===== src/rtl/vend_pkg.sv =====
// Shared definitions for the vending coin scheduler: coin codes, FSM states
// and the coin validity helper.
package vend_pkg;

    localparam logic [1:0] COIN_NONE = 2'b00;
    localparam logic [1:0] COIN_05   = 2'b01;
    localparam logic [1:0] COIN_10   = 2'b10;

    typedef enum logic [1:0] {
        ST_IDLE,
        ST_ISSUE,
        ST_CHECK,
        ST_DISPENSE
    } state_t;

    // Only 0.5 and 1.0 coins reach the vending FSM; 00 and 11 are swallowed.
    function automatic logic coin_valid(input logic [1:0] code);
        return (code == COIN_05) || (code == COIN_10);
    endfunction

endpackage


===== src/rtl/vend_coin_sched_rr_arbiter.sv =====
// Combinational round-robin arbiter: picks the first requester at or after
// ptr_i, wrapping modulo N. Supports N up to 8 (3-bit index).
module rr_arbiter #(
    parameter int N = 4
) (
    input  logic [N-1:0] req_i,
    input  logic [2:0]   ptr_i,
    output logic [2:0]   grant_o,
    output logic         any_req_o
);

    logic [2*N-1:0] req_dbl;
    logic [N-1:0]   req_rot;
    logic [N-1:0]   first_oh;
    logic [3:0]     offset;
    logic [3:0]     idx_sum;

    // Rotate requests so ptr_i sits at bit 0, isolate the lowest set bit,
    // then map the offset back to an absolute slot index.
    always_comb begin
        req_dbl  = {req_i, req_i} >> ptr_i;
        req_rot  = req_dbl[N-1:0];
        first_oh = req_rot & (-req_rot);
        offset   = 4'd0;
        for (int i = 0; i < N; i++) begin
            if (first_oh[i]) begin
                offset = 4'(i);
            end
        end
        idx_sum = offset + {1'b0, ptr_i};
        if (idx_sum >= 4'(N)) begin
            idx_sum = idx_sum - 4'(N);
        end
        grant_o   = idx_sum[2:0];
        any_req_o = |req_i;
    end

endmodule


===== src/rtl/vend_coin_sched.sv =====
// Coin scheduler in front of the vending FSM: round-robin shares the FSM's
// coin input among NUM_SLOTS acceptors, one coin in flight at a time, and
// stretches the FSM's sell/change result into DISP_CYCLES-long actuator pulses.
// Optional: define VEND_REJECT_CNT_EN to add an 8-bit saturating count of
// invalid coins (reject_cnt).
module vend_coin_sched #(
    parameter int NUM_SLOTS   = 4,
    parameter int DISP_CYCLES = 8
) (
    input  logic                   clk,
    input  logic                   rst,
    input  logic [NUM_SLOTS-1:0]   slot_req,
    input  logic [2*NUM_SLOTS-1:0] slot_coin,
    output logic [NUM_SLOTS-1:0]   slot_ack,
    output logic [1:0]             coin_o,
    input  logic                   sell_i,
    input  logic                   change_i,
    output logic                   dispense_o,
    output logic                   change_o,
    output logic [2:0]             grant_id,
    output logic                   busy_o
`ifdef VEND_REJECT_CNT_EN
    ,
    output logic [7:0]             reject_cnt
`endif
);

    import vend_pkg::*;

    localparam int CNT_W = $clog2(DISP_CYCLES + 1);

    state_t               state_q, state_d;
    logic [2:0]           rr_ptr_q, rr_ptr_d;
    logic [CNT_W-1:0]     cnt_q, cnt_d;
    logic [1:0]           code_q, code_d;
    logic [2:0]           gnt_q, gnt_d;
    logic                 chg_lat_q, chg_lat_d;
    logic [NUM_SLOTS-1:0] slot_ack_q, slot_ack_d;
    logic                 dispense_q, dispense_d;
    logic                 change_q, change_d;
    logic [2:0]           grant_id_q, grant_id_d;
    logic                 busy_q, busy_d;

    logic [2:0]           arb_grant;
    logic                 arb_any;
    logic [1:0]           arb_code;

    rr_arbiter #(.N(NUM_SLOTS)) u_arb (
        .req_i     (slot_req),
        .ptr_i     (rr_ptr_q),
        .grant_o   (arb_grant),
        .any_req_o (arb_any)
    );

    // Coin code of the slot the arbiter currently picks.
    always_comb begin
        arb_code = COIN_NONE;
        for (int i = 0; i < NUM_SLOTS; i++) begin
            if (arb_grant == 3'(i)) begin
                arb_code = slot_coin[2*i +: 2];
            end
        end
    end

    // Next-state logic; registered outputs are derived from the next state so
    // they line up with the state they describe.
    always_comb begin
        state_d    = state_q;
        rr_ptr_d   = rr_ptr_q;
        cnt_d      = cnt_q;
        code_d     = code_q;
        gnt_d      = gnt_q;
        chg_lat_d  = chg_lat_q;
        grant_id_d = grant_id_q;

        case (state_q)
            ST_IDLE: begin
                if (arb_any) begin
                    gnt_d      = arb_grant;
                    code_d     = arb_code;
                    grant_id_d = arb_grant;
                    state_d    = ST_ISSUE;
                end
            end
            ST_ISSUE: begin
                rr_ptr_d = (gnt_q == 3'(NUM_SLOTS - 1)) ? 3'd0 : gnt_q + 3'd1;
                state_d  = coin_valid(code_q) ? ST_CHECK : ST_IDLE;
            end
            ST_CHECK: begin
                // change_i without sell_i is not a legal FSM response; ignored.
                if (sell_i) begin
                    cnt_d     = CNT_W'(DISP_CYCLES);
                    chg_lat_d = change_i;
                    state_d   = ST_DISPENSE;
                end else begin
                    state_d = ST_IDLE;
                end
            end
            ST_DISPENSE: begin
                if (cnt_q <= CNT_W'(1)) begin
                    cnt_d   = '0;
                    state_d = ST_IDLE;
                end else begin
                    cnt_d = cnt_q - CNT_W'(1);
                end
            end
            default: begin
                state_d = ST_IDLE;
            end
        endcase

        for (int i = 0; i < NUM_SLOTS; i++) begin
            slot_ack_d[i] = (state_d == ST_ISSUE) && (gnt_d == 3'(i));
        end
        dispense_d = (state_d == ST_DISPENSE);
        change_d   = (state_d == ST_DISPENSE) && chg_lat_d;
        busy_d     = (state_d != ST_IDLE);
    end

    // State and output registers with synchronous reset.
    always_ff @(posedge clk) begin
        if (rst) begin
            state_q    <= ST_IDLE;
            rr_ptr_q   <= 3'd0;
            cnt_q      <= '0;
            code_q     <= COIN_NONE;
            gnt_q      <= 3'd0;
            chg_lat_q  <= 1'b0;
            slot_ack_q <= '0;
            dispense_q <= 1'b0;
            change_q   <= 1'b0;
            grant_id_q <= 3'd0;
            busy_q     <= 1'b0;
        end else begin
            state_q    <= state_d;
            rr_ptr_q   <= rr_ptr_d;
            cnt_q      <= cnt_d;
            code_q     <= code_d;
            gnt_q      <= gnt_d;
            chg_lat_q  <= chg_lat_d;
            slot_ack_q <= slot_ack_d;
            dispense_q <= dispense_d;
            change_q   <= change_d;
            grant_id_q <= grant_id_d;
            busy_q     <= busy_d;
        end
    end

    // coin_o is the only decoded output: the coin must appear in the ack cycle.
    assign coin_o     = ((state_q == ST_ISSUE) && coin_valid(code_q)) ? code_q : COIN_NONE;
    assign slot_ack   = slot_ack_q;
    assign dispense_o = dispense_q;
    assign change_o   = change_q;
    assign grant_id   = grant_id_q;
    assign busy_o     = busy_q;

`ifdef VEND_REJECT_CNT_EN
    logic [7:0] rej_q, rej_d;

    // Count invalid coins as they are swallowed, saturating at 255.
    always_comb begin
        rej_d = rej_q;
        if ((state_q == ST_ISSUE) && !coin_valid(code_q) && (rej_q != 8'hFF)) begin
            rej_d = rej_q + 8'd1;
        end
    end

    // Reject counter register.
    always_ff @(posedge clk) begin
        if (rst) begin
            rej_q <= 8'd0;
        end else begin
            rej_q <= rej_d;
        end
    end

    assign reject_cnt = rej_q;
`endif

endmodule


===== config.mk =====
export PLATFORM = sky130hd
export DESIGN_NAME = vend_coin_sched
export DESIGN_NICKNAME = d
export VERILOG_FILES = /design/src/rtl/vend_pkg.sv /design/src/rtl/vend_coin_sched_rr_arbiter.sv /design/src/rtl/vend_coin_sched.sv
export SDC_FILE = /design/constraint.sdc
export NUM_CORES = 1
export LEC_CHECK = 0
export CAP_MARGIN = 20
export CORE_UTILIZATION = 49
export CTS_CLUSTER_SIZE = 25
export DETAILED_ROUTE_END_ITERATION = 8
export PLACE_DENSITY = 0.78
export SLEW_MARGIN = 20
export SYNTH_ARGS = -nofsm -noshare
export SYNTH_HDL_FRONTEND = slang
export SYNTH_SLANG_ARGS = --single-unit

===== constraint.sdc =====
create_clock -name clk -period 2.8 [get_ports clk]
set_input_delay 0.42 -clock clk [delete_from_list [all_inputs] [get_ports clk]]
set_output_delay 0.42 -clock clk [all_outputs]
set_load 0.02 [all_outputs]

==> metrics.md, run 1 <==
| Metric | Value |
|---|---|
| Failing checks | `DRC` |
| LEAKAGE | `0.5943 nW` |
| Final period demand of the worst path | `2.519 ns` |
| DIE HEIGHT | `52.20 um` |
| HPWL after detailed placement | `2036 um` |
| Top FF cell, synth | `dfxtp_1` |
| Flop pwr share | `0.481` |
| Vias in the first global route | `1017` |
| Pwr/cell area | `586.9 nW/um2` |
| R2r setup slk | `0.39 ns` |
| Crit path max fanout | `6` |
| Largest net degree at the start of global routing | `16` |
| FP Rows | `17` |
| Initial antenna violation count | `0` |
| CTS tree | `done` |
| Multi-input gate area | `664.4 um2` |
| Clock skew | `0.003652 ns` |
| Final period util | `0.8996` |
| Diodes inserted | `0` |
| Area delta synth->final | `26.34%` |
| H-tree levels | `1` |
| DRT Pass-1 Iters | `8` |
| Share of layout cells above drive strength 1 | `0.08140` |
| # Max-Cap Violations | `0` |
| Final net count | `195` |
| Post-synthesis mux area share | `0.05268` |
| Final Hold Violating Endpoints | `0` |
| Outcome | `complete, but fails checks` |
| Detail Route Antenna Nets | `0` |
| Post-synth net total | `168` |
| CTS max path bufs | `2` |
| Endpoints failing setup | `0` |
| Clock Sinks | `25` |
| RSZ-0062 raised after global routing | `false` |
| Worst Hold Depth | `2` |
| Sequential fraction of the synthesis area | `0.4053` |
| Hold Startpoint | `grant_id[0]` |
| Via Count | `1118` |
| Fraction of registers with async set/reset | `0` |
| Worst r2r src | `rr_ptr_q[0]` |
| Sum Neg Setup Slack | `0 ns` |
| I/O pin count | `28` |
| Count leader, synth | `dfxtp_1` |
| Main combinational cell family by area after synthesis | `simple AND/OR/NAND/NOR gates` |
| Area taken by flip-flops and latches | `500.5 um2` |
| Number of synthesized register bits | `25` |
| Initial Util | `0.5376` |
| Unique masters post-synth | `35` |
| Post-Route WL | `2612 um` |
| Synth Area in Simple Gates | `0.2290` |
| I/O Buffers | `27` |
| R2r endpoint | `code_q[0]` |
| Gate power share | `0.340` |
| RD Place Congestion | `0.8096` |
| Synth Area in Adders | `0.06687` |
| Slew HR | `0.6956` |
| Worst Hold Class | `reg -> reg` |
| # DRC | `1` |
| Final slew viol count | `0` |
| YS warnings | `0` |
| Synth area leader | `dfxtp_1` |
| EDFF count, synth | `0` |
| Core Util, Final | `0.6792` |
| Compound-Gate Fraction of Synth Area | `0.1824` |
| Total power | `915.7 uW` |
| Clk root buf | `clkbuf_4` |
| Top achievable clock speed | `0.3970 GHz` |
| Switching power share of the total | `0.3325` |
| WL/cell | `13.06 um` |
| Iter 0 DRT Violations | `21` |
| Hold slack | `0.4652 ns` |
| Cell Area, Synth | `1235 um2` |
| Worst Max-Slew Pin Slew | `0.4519 ns` |
| Internal power | `611.2 uW` |
| Hold Buf Count CTS | `0` |
| WP data arrival | `2.75 ns` |
| Net Switching | `304.5 uW` |
| Overall routing resource usage | `0.2228` |
| Commonest cells post-synth | `dfxtp_1, nor2_1, a21oi_1` |
| Clk slew on worst S/H paths | `0.13 ns` |
| Fill cells | `194` |
| Hold endpoint | `grant_id[0]` |
| Area contributors post-synth | `dfxtp_1, a21oi_1, nor2_1, ha_1, nand2_1` |
| XOR/XNOR Fraction of Synth Area | `0.007092` |
| CP Class | `in -> reg` |
| CTS Buf Count | `3` |
| Startpoint types | `input pin` |
| VDD IR max | `0.4014 mV` |
| Clk_lat worst skew | `0.32 ns` |
| Reg2Reg Depth | `7` |
| Core Region | `2297 um2` |
| Post-synth top area share | `0.4053` |
| Cell count after synthesis | `146` |
| Global-route wire length before repair | `4526 um` |
| Grt ovf | `0` |
| DR vias/cell | `5.590` |
| Die area | `2725 um2` |
| Clock share of power | `0.179` |
| Syn Area/Cell | `8.458 um2` |
| CTS resizes | `0` |
| Worst endpoint required time | `3.03 ns` |
| Setup Buffers After CTS | `0` |
| Die X | `52.20 um` |
| Setup crit end kind | `register` |
## sequential cells by signal, indices dropped and copies added, names as in the netlist
register / flops
cnt_q: 4
gnt_q: 3
slot_ack: 4
state_q: 2
busy_o: 1
change_o: 1
grant_id: 3
chg_lat_q: 1
rr_ptr_q: 3
dispense_o: 1
code_q: 2
## routing by layer
| layer | GRT usage | wire length, um |
|---|---|---|
| met1 | 0.2793 | 1179 |
| met2 | 0.4038 | 1317 |
| met3 | 0.01739 | 81 |
| met4 | 0.06579 | 33 |
| met5 | 0 | 0 |
## logic make-up (layout without fill, tap and decap cells)
logic type | after synthesis | after routing
multiplexers | 4 | 4
XOR/XNOR | 1 | 1
flip-flops | 25 | 25
buffers and inverters | 18 | 44
AND/OR/NAND/NOR | 56 | 56
AO/OA/AOI/OAI | 36 | 36
adder cells (fa/ha/maj) | 6 | 6
## final cells by class
class	count	share of cell area
tap	28	0.02245
sequential	25	0.3208
clock inverter	1	0.004812
clock buffer	3	0.01443
multi-input combinational	103	0.4258
timing repair buffer	30	0.1877
inverter	10	0.02406
## stage by stage
stage	std cells	worst slack, ns	area (um2)
floorplan	146	0.4455	1235
global placement	196	0.05719	1530
detailed placement	196	-0.05579	1530
CTS	200	0.2866	1560
global route	200	0.1396	1560
finish	200	0.2812	1560
## power by group through the flow
stage	Sequential, mW	Clock (mW)	Combinational, mW
global placement	0.445	0	0.300
global route	0.447	0.178	0.344
CTS	0.439	0.170	0.313
finish	0.440	0.164	0.312
floorplan	0.450	0	0.191
detailed placement	0.447	0	0.309
## worst max-delay path: stages
cell	delay, ns
clkdlybuf4s50_1	0.56
inv_1	0.10
o2bb2ai_1	0.18
o22ai_1	0.10
a211oi_1	0.23
ha_1	0.22
fa_1	0.48
mux4_2	0.31
o2bb2ai_1	0.13
## layout by cell type (no fill, tap or decap), types with 3 or more instances in the layout
cell type,n
o2bb2ai_1,3
clkbuf_4,3
nor3_1,6
inv_1,10
o21ai_0,3
dfxtp_1,25
buf_4,3
nand2_1,16
nor2_1,20
a21oi_1,18
clkdlybuf4s50_1,27
ha_1,5
## worst max-delay path by stage
stage,start,to,depth (start not counted)
6_report,slot_req[1],code_q[0],9
5_1_grt,slot_req[2],slot_ack[2],11
4_1_cts,slot_req[2],slot_ack[2],11
3_5_place_dp,slot_req[2],slot_ack[2],11
3_3_place_gp,slot_req[2],code_q[0],9
2_1_floorplan,rr_ptr_q[0],code_q[0],8
Power figures use the tool's default switching activity.
==> run 2: changes to the inputs <==
--- a/config.mk
+++ b/config.mk
@@ -10,6 +10,7 @@
 export CTS_CLUSTER_SIZE = 25
 export DETAILED_ROUTE_END_ITERATION = 8
 export PLACE_DENSITY = 0.78
+export SETUP_SLACK_MARGIN = 0.4
 export SLEW_MARGIN = 20
 export SYNTH_ARGS = -nofsm -noshare
 export SYNTH_HDL_FRONTEND = slang
==> run 2 against run 1 <==
  * The run now ends clean
  * Worst setup slack better by 0.22 ns
  * Clock-buffer cell count unchanged
  * Maximum frequency up 9.6%
  * First-iteration DRC count increased by 29%
  * Power is 0.54% higher
  * Combinational power about the same
  * Critical path depth fell by 5
  * Worst hold slack got worse by 0.0015 ns
  * Clock power is essentially flat
  * Clock skew hardly changed
==> metrics.md, run 2 (synthesized netlist as in run 1, its figures left out) <==
| Metric | Value |
|---|---|
| Worst Max-Slew Pin Slew | `0.4556 ns (+0.003665 ns)` |
| Largest net degree at the start of global routing | `16 (unchanged)` |
| WP data arrival | `1.88 ns (-0.87 ns)` |
| Initial antenna violation count | `0 (unchanged)` |
| Clk slew on worst S/H paths | `0.14 ns (about the same)` |
| Hold Buf Count CTS | `0 (unchanged)` |
| CTS max path bufs | `2 (unchanged)` |
| Top achievable clock speed | `0.4353 GHz (+9.6%)` |
| Hold endpoint | `grant_id[0]` |
| HPWL after detailed placement | `2036 um (unchanged)` |
| Slew HR | `0.6931 (-0.002470)` |
| Iter 0 DRT Violations | `27 (+29%)` |
| Worst r2r src | `rr_ptr_q[0]` |
| CP Class | `reg -> out` |
| Worst endpoint required time | `2.38 ns (-0.65 ns)` |
| Worst Hold Class | `reg -> reg` |
| VDD IR max | `0.4104 mV (+2.3%)` |
| Clock skew | `0.003270 ns (-0.0003827 ns)` |
| Final period util | `0.8205 (-0.07910)` |
| Post-Route WL | `2659 um (+1.8%)` |
| Startpoint types | `register` |
| Final Hold Violating Endpoints | `0 (unchanged)` |
| Final period demand of the worst path | `2.297 ns (-0.2215 ns)` |
| Setup crit end kind | `output pin` |
| Most frequent cells in the layout | `dfxtp_1, clkdlybuf4s50_1, nor2_1` |
| Core Region | `2297 um2 (unchanged)` |
| Global-route wire length before repair | `4588 um (+1.4%)` |
| Final net count | `195 (unchanged)` |
| LEAKAGE | `0.6012 nW (+1.2%)` |
| Hold slack | `0.4636 ns (-0.001548 ns)` |
| Worst Hold Depth | `2 (unchanged)` |
| FP Rows | `17 (unchanged)` |
| RSZ-0062 raised after global routing | `true` |
| Overall routing resource usage | `0.2277 (+0.004884)` |
| Multi-input gate area | `671.9 um2 (+1.1%)` |
| CP max stage cell | `clkdlybuf4s50_1` |
| Setup Buffers After CTS | `0 (unchanged)` |
| Share of layout cells above drive strength 1 | `0.1163 (+0.03488)` |
| DIE HEIGHT | `52.20 um (unchanged)` |
| Worst-path cell chain | `nand2b_2, nand2b_1, nor2_1, clkdlybuf4s50_1` |
| WP buf/inv | `1 (-1)` |
| CTS tree | `done` |
| I/O pin count | `28 (unchanged)` |
| Die X | `52.20 um (unchanged)` |
| CTS Buf Count | `3 (unchanged)` |
| Internal power | `614.6 uW (+0.56%)` |
| DRT Pass-1 Iters | `4 (-4)` |
| Detail Route Antenna Nets | `0 (unchanged)` |
| Core Util, Final | `0.6825 (+0.003268)` |
| Clk_lat worst skew | `0.32 ns (about the same)` |
| Outcome | `complete, no violations` |
| WL/cell | `13.30 um (+1.8%)` |
| Fill cells | `198 (+2.1%)` |
| CP peak stage delay | `0.60 ns (+0.04 ns)` |
| R2r endpoint | `code_q[0]` |
| CP delay by family, top | `buffers and inverters` |
| Clock share of power | `0.177 (-0.002)` |
| Crit path max fanout | `9 (+3)` |
| Net Switching | `306.0 uW (+0.50%)` |
| Via Count | `1111 (-0.63%)` |
| DR vias/cell | `5.555 (-0.63%)` |
| I/O Buffers | `27 (unchanged)` |
| Clk root buf | `clkbuf_4` |
| Hold Startpoint | `grant_id[0]` |
| Pwr/cell area | `587.2 nW/um2 (about the same)` |
| Vias in the first global route | `1012 (-0.49%)` |
| Flop pwr share | `0.481 (about the same)` |
| Final slew viol count | `0 (unchanged)` |
| H-tree levels | `1 (unchanged)` |
| Gate power share | `0.341 (about the same)` |
| RD Place Congestion | `0.8096 (unchanged)` |
| Die area | `2725 um2 (unchanged)` |
| Grt ovf | `0 (unchanged)` |
| Reg2Reg Depth | `7 (unchanged)` |
| Switching power share of the total | `0.3324 (about the same)` |
| Clock Sinks | `25 (unchanged)` |
| Diodes inserted | `0 (unchanged)` |
| Endpoints failing setup | `0 (unchanged)` |
| Area taken by flip-flops and latches | `506.7 um2 (+1.2%)` |
| Area delta synth->final | `26.95%` |
| # DRC | `0 (-1)` |
| Initial Util | `0.5376 (unchanged)` |
| R2r setup slk | `0.56 ns (+0.17 ns)` |
| # Max-Cap Violations | `0 (unchanged)` |
[run 2: cell types whose count changed in the layout (fill, tap and decap cells not counted)]
cell,delta
clkdlybuf4s50_1,-5
dlygate4sd2_1,+5
dfxtp_1,-3
dfxtp_2,+2
dfxtp_4,+1
fa_1,-1
fa_2,+1
ha_1,-1
ha_2,+1
nand2b_1,-1
nand2b_2,+1
[run 2: power by group through the flow]
stage / clock network, mW / logic [mW] / registers [mW]
after floorplan: 0 / 0.191 / 0.450
after global placement: 0 / 0.300 / 0.445
after detailed placement: 0 / 0.309 / 0.447
after CTS: 0.170 / 0.313 / 0.441
after global routing: 0.178 / 0.348 / 0.451
final: 0.163 / 0.314 / 0.443
[run 2: repair_timing]
action,in CTS,in global routing
endpoints found under the hold margin,0,0
resized for setup,9,3
endpoints found under the setup margin,8,3
cloned,0,0
[run 2: worst max path at each step]
stage | slack [ns] | to | start | cells past startpoint
finish | 0.50 | coin_o[0] | state_q[1] | 4
CTS | 0.40 | coin_o[0] | state_q[1] | 4
floorplan | 0.45 | code_q[0] | rr_ptr_q[0] | 8
global placement | 0.06 | code_q[0] | slot_req[2] | 9
detailed placement | -0.06 | slot_ack[2] | slot_req[2] | 11
global route | 0.40 | coin_o[0] | state_q[1] | 4
[run 2: cell type report]
type / instances / share of cell area
multi-input cells: 103 / 0.4286
flip-flops and latches: 25 / 0.3232
repair buffers: 30 / 0.1828
inverters: 10 / 0.02394
well taps: 28 / 0.02235
clock buffers: 3 / 0.01437
clock inverters: 1 / 0.004789
[run 2: per-layer routing]
metal	track usage	vias to the layer above	part of all wire
met5	0	-	0
met4	0.06579	0	0.012
met3	0.01739	4	0.029
met2	0.4081	27	0.51
met1	0.2901	520	0.45
li1	-	560	-
[run 2: tightest hold or removal path: cells and delay by family, from the launching register on]
family | cells | cell delay (ns)
DFF | 1 | 0.33
AOI/OAI and AO/OA | 1 | 0.05
and+or+nand+nor | 1 | 0.05
[run 2: stage by stage]
step	setup slack [ns]	area, um2	std cells	TNS [ns]	power [mW]
3_5_place_dp	-0.05579	1530	196	-0.1486	0.7561
4_1_cts	0.4004	1562	200	0	0.9242
5_1_grt	0.3980	1568	200	0	0.9764
6_report	0.5027	1568	200	0	0.9206
3_3_place_gp	0.05719	1530	196	0	0.7449
2_1_floorplan	0.4455	1235	146	0	0.6405
==> run 3: changes to the inputs <==
--- a/config.mk
+++ b/config.mk
@@ -6,10 +6,10 @@
 export NUM_CORES = 1
 export LEC_CHECK = 0
 export CAP_MARGIN = 20
-export CORE_UTILIZATION = 49
+export CORE_UTILIZATION = 44
 export CTS_CLUSTER_SIZE = 25
 export DETAILED_ROUTE_END_ITERATION = 8
-export PLACE_DENSITY = 0.78
+export PLACE_DENSITY = 0.74
 export SETUP_SLACK_MARGIN = 0.4
 export SLEW_MARGIN = 20
 export SYNTH_ARGS = -nofsm -noshare
==> constraint.sdc (replaced) <==
create_clock -name clk -period 2 [get_ports clk]
set_input_delay 0.3 -clock clk [delete_from_list [all_inputs] [get_ports clk]]
set_output_delay 0.3 -clock clk [all_outputs]
set_load 0.02 [all_outputs]
==> run 3 against run 2 <==
  * The run now ends with setup timing left
  * Critical path type is now reg -> reg
  * Clock power up 43%
  * Global-route usage shrank 0.46 points
  * Die area grew 11%
  * Largest cell class unchanged
  * Non-clock buffer count rose by 14
  * Register-to-register slack worse by 0.67 ns
==> metrics.md, run 3 (synthesized netlist as in run 1, its figures left out) <==
| Metric | Value |
|---|---|
| Outcome | `complete, but fails checks` |
| Failing checks | `setup timing` |
| Core Region | `2567 um2 (+12%)` |
| Diodes inserted | `0 (unchanged)` |
| CTS Buf Count | `3 (unchanged)` |
| WP data arrival | `2.34 ns (+0.46 ns)` |
| Slew HR | `0.6751 (-0.01802)` |
| Global-route wire length before repair | `4767 um (+3.9%)` |
| Endpoints failing setup | `8 (+8)` |
| Layout Cells excl Fill | `216 (+8.0%)` |
| Overall routing resource usage | `0.2231 (-0.004609)` |
| I/O pin count | `28 (unchanged)` |
| DR vias/cell | `5.463 (-1.7%)` |
| Clock Sinks | `25 (unchanged)` |
| Worst Hold Class | `reg -> reg` |
| HPWL after detailed placement | `2201 um (+8.1%)` |
| Crit path max fanout | `6 (-3)` |
| Final slew viol count | `0 (unchanged)` |
| Die area | `3023 um2 (+11%)` |
| # Max-Cap Violations | `0 (unchanged)` |
| Startpoint types | `register` |
| Pwr/cell area | `772.4 nW/um2 (+32%)` |
| Fill cells | `206 (+4.0%)` |
| Area after DPL | `1643 um2 (+7.4%)` |
| Fin worst setup slack | `-0.1132 ns (-0.6159 ns)` |
| Final net count | `209 (+7.2%)` |
| Final Hold Violating Endpoints | `0 (unchanged)` |
| Clk slew on worst S/H paths | `0.14 ns (about the same)` |
| Clock skew | `0.002839 ns (-0.0004308 ns)` |
| VDD IR max | `0.7520 mV (+83%)` |
| Clk root buf | `clkbuf_4` |
| CTS tree | `done` |
| RSZ-0062 raised after global routing | `true` |
| Worst endpoint required time | `2.23 ns (-0.15 ns)` |
| Placed insts | `209 (+6.6%)` |
| Setup crit end kind | `register` |
| Vias in the first global route | `1082 (+6.9%)` |
| Initial Util | `0.4810 (-0.05659)` |
| Most frequent cells in the layout | `dfxtp_1, nor2_1, a21oi_1, buf_4, nand2_1` |
| Post-Route WL | `3016 um (+13%)` |
| Iter 0 DRT Violations | `31 (+15%)` |
| CP Class | `reg -> reg` |
| H-tree levels | `1 (unchanged)` |
| Area delta synth->final | `44.99%` |
| Grt ovf | `0 (unchanged)` |
| Design Area, Final | `1790 um2 (+14%)` |
| RD Place Congestion | `0.7823 (-3.4%)` |
| Share of layout cells above drive strength 1 | `0.2688 (+0.1525)` |
| Worst Max-Slew Pin Slew | `0.4830 ns (+0.02740 ns)` |
| I/O Buffers | `27 (unchanged)` |
| Hold Buf Count CTS | `0 (unchanged)` |
| FP Rows | `18 (+1)` |
| Final period util | `1.057` |
| DIE HEIGHT | `54.98 um (+5.3%)` |
| # DRC | `0 (unchanged)` |
| Final period demand of the worst path | `2.113 ns` |
| Top achievable clock speed | `0.4732 GHz` |
| DRT Pass-1 Iters | `4 (unchanged)` |
| LEAKAGE | `0.8710 nW (+45%)` |
| CTS max path bufs | `2 (unchanged)` |
| Via Count | `1180 (+6.2%)` |
| Clk_lat worst skew | `0.32 ns (about the same)` |
| Die X | `54.98 um (+5.3%)` |
| Commonest non-fill, non-tap cell in the layout | `dfxtp_1` |
| Detail Route Antenna Nets | `0 (unchanged)` |
| Initial antenna violation count | `0 (unchanged)` |
| Largest net degree at the start of global routing | `17 (+1)` |
| WL/cell | `13.96 um (+5.0%)` |
run 3: where the power goes:
group / internal [mW] / total [mW] / switching [mW]
Combinational: 0.278 / 0.546 / 0.268
Clock: 0.0765 / 0.233 / 0.157
Sequential: 0.559 / 0.603 / 0.0442
Total: 0.914 / 1.38 / 0.469
run 3: metal layers:
metal | part of all wire | vias up | track usage
li1 | - | 588 | -
met1 | 0.44 | 547 | 0.2975
met2 | 0.49 | 43 | 0.3614
met3 | 0.061 | 2 | 0.06284
met4 | 0.0043 | 0 | 0.03750
met5 | 0 | - | 0
run 3: worst max-delay path, stage by stage (launching register included):
cell	delay, ns
dfxtp_4	0.41
mux2i_1	0.24
o22ai_2	0.10
a211oi_2	0.16
ha_2	0.23
fa_2	0.45
mux4_2	0.30
o2bb2ai_1	0.13
run 3: worst paths after layout:
check	endpoint	cells past startpoint	from	slack [ns]
worst max-delay path	code_q[1]	7	rr_ptr_q[0]	-0.11
worst min-delay path	grant_id[1]	2	grant_id[1]	0.46
worst max register to register	code_q[1]	7	rr_ptr_q[0]	-0.11
worst min register to register	grant_id[1]	2	grant_id[1]	0.46
run 3: repair_timing:
item                                    in CTS  in global routing
setup buffers                                3                  0
gates resized for setup                     26                 15
pin swaps                                    9                  8
endpoints found under the setup margin      16                 24
run 3: area by class of cell:
cell class                 count  area (um2)  area share
inverter                      10       37.54     0.02096
clock buffer                   3       22.52     0.01258
multi-input combinational    103       755.7      0.4221
clock inverter                 1       7.507    0.004193
timing repair buffer          44       420.4      0.2348
sequential                    25       509.2      0.2844
tap                           30       37.54     0.02096
run 3: stage by stage:
| step | worst slack (ns) | util | power, mW | hold WS, ns | TNS, ns |
|---|---|---|---|---|---|
| 3_5_place_dp | -0.6310 | 0.6399 | 1.107 | 0.4476 | -5.824 |
| 2_1_floorplan | -0.1199 | - | 0.9185 | 0.3793 | -0.2345 |
| 5_1_grt | -0.2160 | 0.6974 | 1.470 | 0.4775 | -1.179 |
| 3_3_place_gp | -0.5810 | 0.6399 | 1.088 | 0.4440 | -5.187 |
| 4_1_cts | -0.1043 | 0.6789 | 1.386 | 0.4662 | -0.4477 |
| 6_report | -0.1132 | 0.6974 | 1.383 | 0.4587 | -0.4365 |
